[src/rtl/tach_pkg.sv]
// Shared types for the tachometer / encoder-emulator path.
// The quadrature enum encoding is literally {A,B}, so channel outputs are plain bit selects.
package tach_pkg;

    typedef enum logic [1:0] {
        Q00 = 2'b00,
        Q10 = 2'b10,
        Q11 = 2'b11,
        Q01 = 2'b01
    } quad_state_t;

    typedef enum logic {
        IDLE = 1'b0,
        RUN  = 1'b1
    } fsm_state_t;

    localparam int MIN_PERIOD_DEFAULT = 2;

endpackage

[src/rtl/quad_sequencer.sv]
// Combinational quadrature step: next {A,B} for a given direction, and whether
// that step raises channel A.
module quad_sequencer
    import tach_pkg::*;
(
    input  quad_state_t i_state,
    input  logic        i_dir,
    output quad_state_t o_next,
    output logic        o_a_rise
);

    always_comb begin
        o_next = Q00;
        if (!i_dir) begin
            case (i_state)
                Q00:     o_next = Q10;
                Q10:     o_next = Q11;
                Q11:     o_next = Q01;
                default: o_next = Q00;
            endcase
        end else begin
            case (i_state)
                Q00:     o_next = Q01;
                Q01:     o_next = Q11;
                Q11:     o_next = Q10;
                default: o_next = Q00;
            endcase
        end
    end

    assign o_a_rise = o_next[1] & ~i_state[1];

endmodule

[src/rtl/encoder_emulator.sv]
// Quadrature encoder emulator: generates A/B steps every programmed period in the
// chosen direction and counts rising edges of A.
module encoder_emulator
    import tach_pkg::*;
#(
    parameter int COUNT_WIDTH = 32,
    parameter int MIN_PERIOD  = MIN_PERIOD_DEFAULT
)(
    input  logic                   clock,
    input  logic                   system_reset,
    input  logic                   cfg_valid,
    output logic                   cfg_ready,
    input  logic [COUNT_WIDTH-1:0] period_in,
    input  logic                   dir_in,
    input  logic                   clear_count,
    output logic                   encoder_a,
    output logic                   encoder_b,
    output logic                   running,
    output logic [COUNT_WIDTH-1:0] pulse_count,
    output fsm_state_t             dbg_state
);

    localparam logic [COUNT_WIDTH-1:0] ONE   = COUNT_WIDTH'(1);
    localparam logic [COUNT_WIDTH-1:0] MIN_P = COUNT_WIDTH'(MIN_PERIOD);

    fsm_state_t              r_state;
    fsm_state_t              w_state_next;
    quad_state_t             r_quad;
    quad_state_t             w_quad_next;
    logic                    w_a_rise;
    logic [COUNT_WIDTH-1:0]  r_step_cnt;
    logic [COUNT_WIDTH-1:0]  r_period;
    logic                    r_dir;
    logic                    r_pend_valid;
    logic [COUNT_WIDTH-1:0]  r_pend_period;
    logic                    r_pend_dir;
    logic [COUNT_WIDTH-1:0]  r_pulse_count;
    logic [COUNT_WIDTH-1:0]  w_pend_clamped;
    logic                    w_step;
    logic                    w_apply;
    logic                    w_accept;

    // cfg handshake: a transfer happens on an edge where cfg_valid && cfg_ready;
    // the offer must stay stable until then. One slot, so ready == slot empty.
    assign cfg_ready = ~r_pend_valid;
    assign w_accept  = cfg_valid & ~r_pend_valid;

    assign w_step  = (r_state == RUN) && (r_step_cnt == r_period - ONE);
    assign w_apply = r_pend_valid && ((r_state == IDLE) || w_step);

    assign w_pend_clamped = ((r_pend_period != '0) && (r_pend_period < MIN_P)) ? MIN_P
                                                                               : r_pend_period;

    // Sequencer sees the current direction, so a step coinciding with an apply uses the old one.
    quad_sequencer u_seq (
        .i_state  (r_quad),
        .i_dir    (r_dir),
        .o_next   (w_quad_next),
        .o_a_rise (w_a_rise)
    );

    always_ff @(posedge clock or posedge system_reset) begin
        if (system_reset) begin
            r_state <= IDLE;
        end else begin
            r_state <= w_state_next;
        end
    end

    always_comb begin
        w_state_next = r_state;
        if (w_apply) begin
            w_state_next = (r_pend_period == '0) ? IDLE : RUN;
        end
    end

    always_ff @(posedge clock or posedge system_reset) begin
        if (system_reset) begin
            r_quad        <= Q00;
            r_step_cnt    <= '0;
            r_period      <= '0;
            r_dir         <= 1'b0;
            r_pend_valid  <= 1'b0;
            r_pend_period <= '0;
            r_pend_dir    <= 1'b0;
            r_pulse_count <= '0;
        end else begin
            if (w_accept) begin
                r_pend_valid  <= 1'b1;
                r_pend_period <= period_in;
                r_pend_dir    <= dir_in;
            end else if (w_apply) begin
                r_pend_valid  <= 1'b0;
            end

            if (w_apply) begin
                r_step_cnt <= '0;
                r_period   <= w_pend_clamped;
                r_dir      <= r_pend_dir;
            end else if (r_state == RUN) begin
                r_step_cnt <= w_step ? '0 : r_step_cnt + ONE;
            end

            if (w_step) begin
                r_quad <= w_quad_next;
            end

            if (clear_count) begin
                r_pulse_count <= '0;
            end else if (w_step && w_a_rise) begin
                r_pulse_count <= r_pulse_count + ONE;
            end
        end
    end

    assign encoder_a   = r_quad[1];
    assign encoder_b   = r_quad[0];
    assign running     = (r_state == RUN);
    assign pulse_count = r_pulse_count;
    assign dbg_state   = r_state;

endmodule

[config.mk]
export PLATFORM = sky130hd
export DESIGN_NAME = encoder_emulator
export DESIGN_NICKNAME = d
export VERILOG_FILES = /design/src/rtl/tach_pkg.sv /design/src/rtl/quad_sequencer.sv /design/src/rtl/encoder_emulator.sv
export SDC_FILE = /design/constraint.sdc
export NUM_CORES = 1
export LEC_CHECK = 0
export BUFFER_PORTS_ARGS = -buffer_cell sky130_fd_sc_hd__buf_2
export CAP_MARGIN = 20
export CORE_MARGIN = 2
export CORE_UTILIZATION = 60
export DETAILED_ROUTE_END_ITERATION = 12
export GPL_TIMING_DRIVEN = 0
export PLACE_DENSITY = 0.82
export SYNTH_ARGS = -nofsm -noshare
export SYNTH_HDL_FRONTEND = slang
export SYNTH_HIERARCHICAL = 1
export SYNTH_SLANG_ARGS = --single-unit
[constraint.sdc]
create_clock -name clock -period 4.36 [get_ports clock]
set_input_delay 0.436 -clock clock [delete_from_list [all_inputs] [get_ports clock]]
set_output_delay 0.436 -clock clock [all_outputs]
set_load 0.03 [all_outputs]
# --- Word-level counts from Yosys, hierarchy flattened ---
# Index checks and enable logic that the tools add are counted.
op_classes:
  eq_ne: 4
  add_sub_neg: 3
  magnitude_cmp: 1
  bitwise: 5
  mux: 12
  n_reduce_logical: 11
ops:
  columns: ["operator", "count"]
  rows:
  - ["$mux 32", 6]
  - ["$add 32x1->32 const B", 2]
  - ["$eq 32x32->1", 1]
  - ["$logic_not 32->1", 1]
  - ["$lt 32x2->1 const B", 1]
  - ["$reduce_bool 32->1", 1]
  - ["$sub 32x1->32 const B", 1]
  - ["$pmux 2 s3", 2]
  - ["$reduce_bool 2->1", 3]
  - ["$eq 2x2->1 const B", 2]
  - ["$logic_and 1x1->1", 4]
  - ["$mux 1", 3]
  - ["$not 1->1", 3]
  - ["$and 1x1->1", 2]
  - ["$eq 2x1->1 const B", 1]
  - ["$logic_not 2->1", 1]
  - ["$mux 2", 1]
  - ["$logic_or 1x1->1", 1]
totals:
  output_inout_bits: 37
  regBits: 134
  elab_cells: 45
  in_bits: 37

# --- Longest topological paths before layout ---
depth:
  ltp_word: 7
  mapped_depth: 14
  depth_no_buf: 11

# --- Modules after synthesis ---
# The synthesis kept the hierarchy.
by_module_without_submodules:
  columns: ["mod", "seq_area_each_um2", "cells_per_inst", "area_each_um2", "instances"]
  rows:
  - ["encoder_emulator", 3353.2, 759, 7503.4, 1]
  - ["quad_sequencer", 0.0, 3, 23.8, 1]

# --- Least setup slack after synthesis ---
# OpenSTA, ideal clock, no wires.
synth_timing:
  kind: "register to register"
  start: "register r_period[0]"
  end: "register r_dir"
  synth_period_minus_slack_ns: 3.495
  path_stages_with_launch: 13
  arrival_time_ns: 3.369
  required_ns: 4.235
  setup_ns: 0.125
  n_path_buf: 1
  path_slack_ns: 0.865
  cell_sequence: "dfrtp_1 > inv_1 > ha_1 > nor3b_1 > nand2_1 > nor3_1 > mux2_2 > or4_1 > or3_1 > o21ai_2 > nand2_2 > buf_6 > mux2_4"
synth_via:
  elab_chain_len: 5
synth_rtl:
  columns: ["element", "line_no", "source"]
  rows:
  - ["start: declaration", "encoder_emulator.sv:32", "logic [COUNT_WIDTH-1:0] r_period;"]
  - ["start signal: assignment", "encoder_emulator.sv:98", "r_period <= w_pend_clamped;"]
  - ["$sub 32x1->32", "encoder_emulator.sv:48", "assign w_step = (r_state == RUN) && (r_step_cnt == r_period - ONE);"]
  - ["$eq 32x32->1", "encoder_emulator.sv:48", null]
  - ["$logic_and 1x1->1", "encoder_emulator.sv:48", null]
  - ["$logic_or 1x1->1", "encoder_emulator.sv:49", "assign w_apply = r_pend_valid && ((r_state == IDLE) || w_step);"]
  - ["$logic_and 1x1->1", "encoder_emulator.sv:49", null]
  - ["end signal: assignment", "encoder_emulator.sv:99", "r_dir <= r_pend_dir;"]
  - ["end: declaration", "encoder_emulator.sv:33", "logic r_dir;"]
# No other way between the ends.
# A chain may end at the register's enable or synchronous reset.

# --- Final worst setup path ---
layout_timing:
  start: "register r_period[2]"
  end: "register r_step_cnt[28]"
layout_via:
  elab_chain_len: 6
  word_cells_on_any_way: 9
  cone_classes: "add/sub: 1; eq/ne: 1; mux: 3; reduce/logical: 4"
layout_rtl:
  columns: ["element", "line_no", "source"]
  rows:
  - ["$sub 32x1->32 *", "encoder_emulator.sv:48", null]
  - ["$eq 32x32->1 *", "encoder_emulator.sv:48", null]
  - ["$logic_and 1x1->1 *", "encoder_emulator.sv:48", null]
  - ["$mux 32 or $logic_or 1x1->1 (tied branches)", "encoder_emulator.sv:101, encoder_emulator.sv:49", null]
  - ["$mux 32 or $logic_and 1x1->1 (tied branches)", "encoder_emulator.sv:100, encoder_emulator.sv:49", null]
  - ["$mux 32 or $reduce_bool 2->1 (tied branches)", null, null]
  - ["end signal: assignment", "encoder_emulator.sv:101", "r_step_cnt <= w_step ? '0 : r_step_cnt + ONE;"]
  - ["end: declaration", "encoder_emulator.sv:31", "logic [COUNT_WIDTH-1:0] r_step_cnt;"]
# Mark *: on every way between the ends. The rest lies on a longest branch, timed or not. The select of a mux whose other input is x is not followed.

==> flow_summary.yaml <==
cts:
  clockBufferDepth: 2
  clkLatencyLatePin_ps: 420
  clock-sinks: 134
  cts_tree: "built"
  post_cts_buffers: 0
  cts_root_buf: "clkbuf_16"
  clk_pin_slew_ps: 60
  numCtsBuffers: 17
  cts-htree-levels: 4
timing:
  grt_setup_unrepaired: "false"
  clock_skew_ps: 6.14
  fin_crit_ps: 4090
  tightest_slew_ps: 843
  report.final.slew_viol_count: 0
  layout_worst_path_cycle_share: 0.938
  final-setup-viol-count: 0
  setup_slack_ps: 269
  tns_ps: 0
  hold_violations: 0
  clock.fmax_mhz: 244
  relSlewSlack: 0.433
setup_path:
  cp-end-kind: "flop"
  crit_top_cell: "o31ai_1"
  max_stage_delay_ps: 780
  critPathTopFamily: "simple AND/OR/NAND/NOR gates"
  timing_worst_setup_path_type: "reg2reg"
  arrival_ps: 4380
  cp_cell_sequence: "nor4_2, nand2_1, or4b_1, o31ai_1, nand3_1, nor4_1, a21oi_1, clkbuf_1, a31oi_1, o31ai_1"
  worst_setup_path_start_kind: "flop"
  path_max_fanout: 10
  slowest_stage: "nor4_1"
  worst_ep_required_time_ps: 4650
  path_buf_inv: 1
place:
  dp_hpwl_mm: 13.9
  place_ws_ps: -79.2
  io_buffers: 72
  placed_area_um2: 8130
  gp_congestion: 0.896
die:
  dieArea_um2: 13500
  io_pins: 74
  core_region_area_um2: 12100
  initial_core_util: 0.621
  die_w_um: 116
  std_cell_rows: 40
  die_h_um: 116
route:
  wl_mm: 19.2
  drc: 0
  num_vias: 6494
  viasPerCell: 6.29
  drt_first_pass_iters: 5
  wl_per_cell_um: 18.5
  drt_iter0_drc: 651
  ant_nets: 0
synthesis:
  synth.avg_cell_area_um2: 9.88
  synth_async_sr_flop_share: 1.00
  syn_area_um2: 7530
  netlist_instances: 762
  synth_seq_cells: 134
  ys_types: 63
  ys.flop_type: "dfrtp_1"
  synth_edf_count: 0
  yosysSeqAreaShare: 0.445
  ys_warn_count: 6
  synth_nets: 802
final_layout:
  fin_area_um2: 8710
  layout.nets: 894
  finalCoreUtilization: 0.719
  fill_cells: 886
  area_delta_synth_final_pct: 15.8
  layout-drive-gt1-share: 0.214
  diodes: 0
flow_run:
  cap_violations: 0
power_and_ir_drop:
  irDropWorstVdd_mv: 0.381
  power.density_nw_per_um2: 463
  p_leak_uw: 0.00381
global_routing:
  antenna_found_initial: 0
  grt_usage: 0.297
  grt_pass1_wl_mm: 30.9
  overflow: 0
  first_global_vias: 6083
  grt_max_degree: 86
outcome:
  outcome: "finished clean"
min_path:
  holdCritPathClass: "in2async"
[metal layers]
metal | GRT usage | routed length, um | part of all wire
met1 | 0.418 | 8470 | 0.44
met2 | 0.462 | 9030 | 0.47
met3 | 0.0565 | 1300 | 0.068
met4 | 0.110 | 362 | 0.019
met5 | 0 | 0 | 0
[power by group]
group          switching [uW]  internal, uW  total, uW  leakage (uW)
clock network             519           851       1370      0.000273
logic                     459           460        919       0.00180
registers                 259          1490       1750       0.00174
[final timing paths]
path                                from                 to  slack, ps  depth (start not counted)
setup / recovery             r_period[2]     r_step_cnt[28]        270                         10
hold / removal              system_reset  r_pend_period[23]         40                          2
setup reg to reg             r_period[2]     r_step_cnt[28]        270                         10
hold reg to reg               r_pend_dir              r_dir        510                          1
max in group asynchronous   system_reset     r_step_cnt[11]       3550                          3
min in group clock         period_in[28]  r_pend_period[28]        250                          2
[cells by family after synthesis]
family,Yosys count,share of synthesized area
flops,134,0.445
buf+inv,65,0.0374
simple gates,299,0.221
mux,73,0.119
fa+ha+maj,3,0.00499
xor+xnor,48,0.0559
compound gates,140,0.117
[cell type report]
cell class                 instances  area (um2)  area share
multi-input combinational        563        3900       0.448
sequential                       134        3350       0.385
clock buffer                      23         498      0.0572
timing repair buffer              73         388      0.0445
tap                              168         210      0.0241
buffer                            45         209      0.0240
inverter                          20        80.1     0.00919
clock inverter                     7        71.3     0.00818
[synth_stat cells, types with 3 or more instances]
master / number / area [um2]
o31ai_1: 11 / 82.6
buf_4: 3 / 22.5
clkbuf_1: 35 / 131
a22o_1: 4 / 35.0
mux2_1: 16 / 180
buf_6: 3 / 33.8
and3_1: 10 / 62.6
o311ai_1: 11 / 96.3
a21oi_1: 42 / 210
nor2b_1: 8 / 50.1
mux2_2: 35 / 394
o21ai_1: 19 / 95.1
and2_1: 8 / 50.1
or2_2: 6 / 37.5
nor2_1: 27 / 101
mux2_4: 20 / 300
buf_2: 3 / 15.0
dfrtp_1: 134 / 3350
and4_1: 4 / 35.0
nand4_1: 15 / 93.8
a211oi_1: 4 / 30.0
or4_1: 16 / 120
o21ai_0: 21 / 105
o22ai_1: 4 / 25.0
or3_1: 34 / 213
ha_1: 3 / 37.5
xnor2_1: 26 / 228
xor2_1: 22 / 193
inv_1: 20 / 75.1
nand2_1: 57 / 214
nor4_1: 17 / 106
nor3b_1: 6 / 45.0
a21o_1: 4 / 30.0
nand3_1: 53 / 265
nor3_1: 24 / 120
a31oi_1: 4 / 25.0
[metrics by stage]
stage	hold WS (ps)	power, uW	cells
global placement	486	2600	1002
global route	92.2	4230	1033
detailed placement	494	2670	1003
CTS	53.5	4030	1033
finish	37.1	4040	1033
floorplan	477	2400	762
[what timing repair did]
item	CTS	global route
gates resized for setup	1	5
setup endpoints to repair	12	13
hold buffers	0	0
[cells in the final DEF (no fill, tap or decap), drive strengths merged, types with 4 or more instances in the layout]
cell type  netlist  layout
nor3            26      26
o22ai            4       4
nor3b            6       6
nand3           54      54
nand2           58      58
clkbuf          35      59
a22o             4       4
inv             20      20
o21ai           41      41
xnor2           26      26
nor4            19      19
mux2            71      71
a21o             4       4
and4             4       4
or4             17      17
or2              6       6
and2             8       8
or3             34      34
a21oi           42      42
o311ai          11      11
and3            10      10
dfrtp          134     134
nor2            27      27
a211oi           4       4
a31oi            4       4
nand4           15      15
buf             10      82
o31ai           11      11
nor2b            8       8
xor2            22      22
[state kept, by name, summed over array words and instances (netlist names)]
register and flops:
r_period 32, r_dir 1, r_pend_period 32, r_pend_valid 1, r_pend_dir 1, dbg_state 1
pulse_count 32, r_step_cnt 32, r_quad 2
[worst reg2reg max path, cell delays in order, from the launching register on]
cell and delay [ps]:
dfrtp_1 510, nor4_2 550, nand2_1 260, or4b_1 520
o31ai_1 230, nand3_1 190, nor4_1 780, a21oi_1 230
clkbuf_1 350, a31oi_1 250, o31ai_1 100
(Power assumes the default switching activity.)
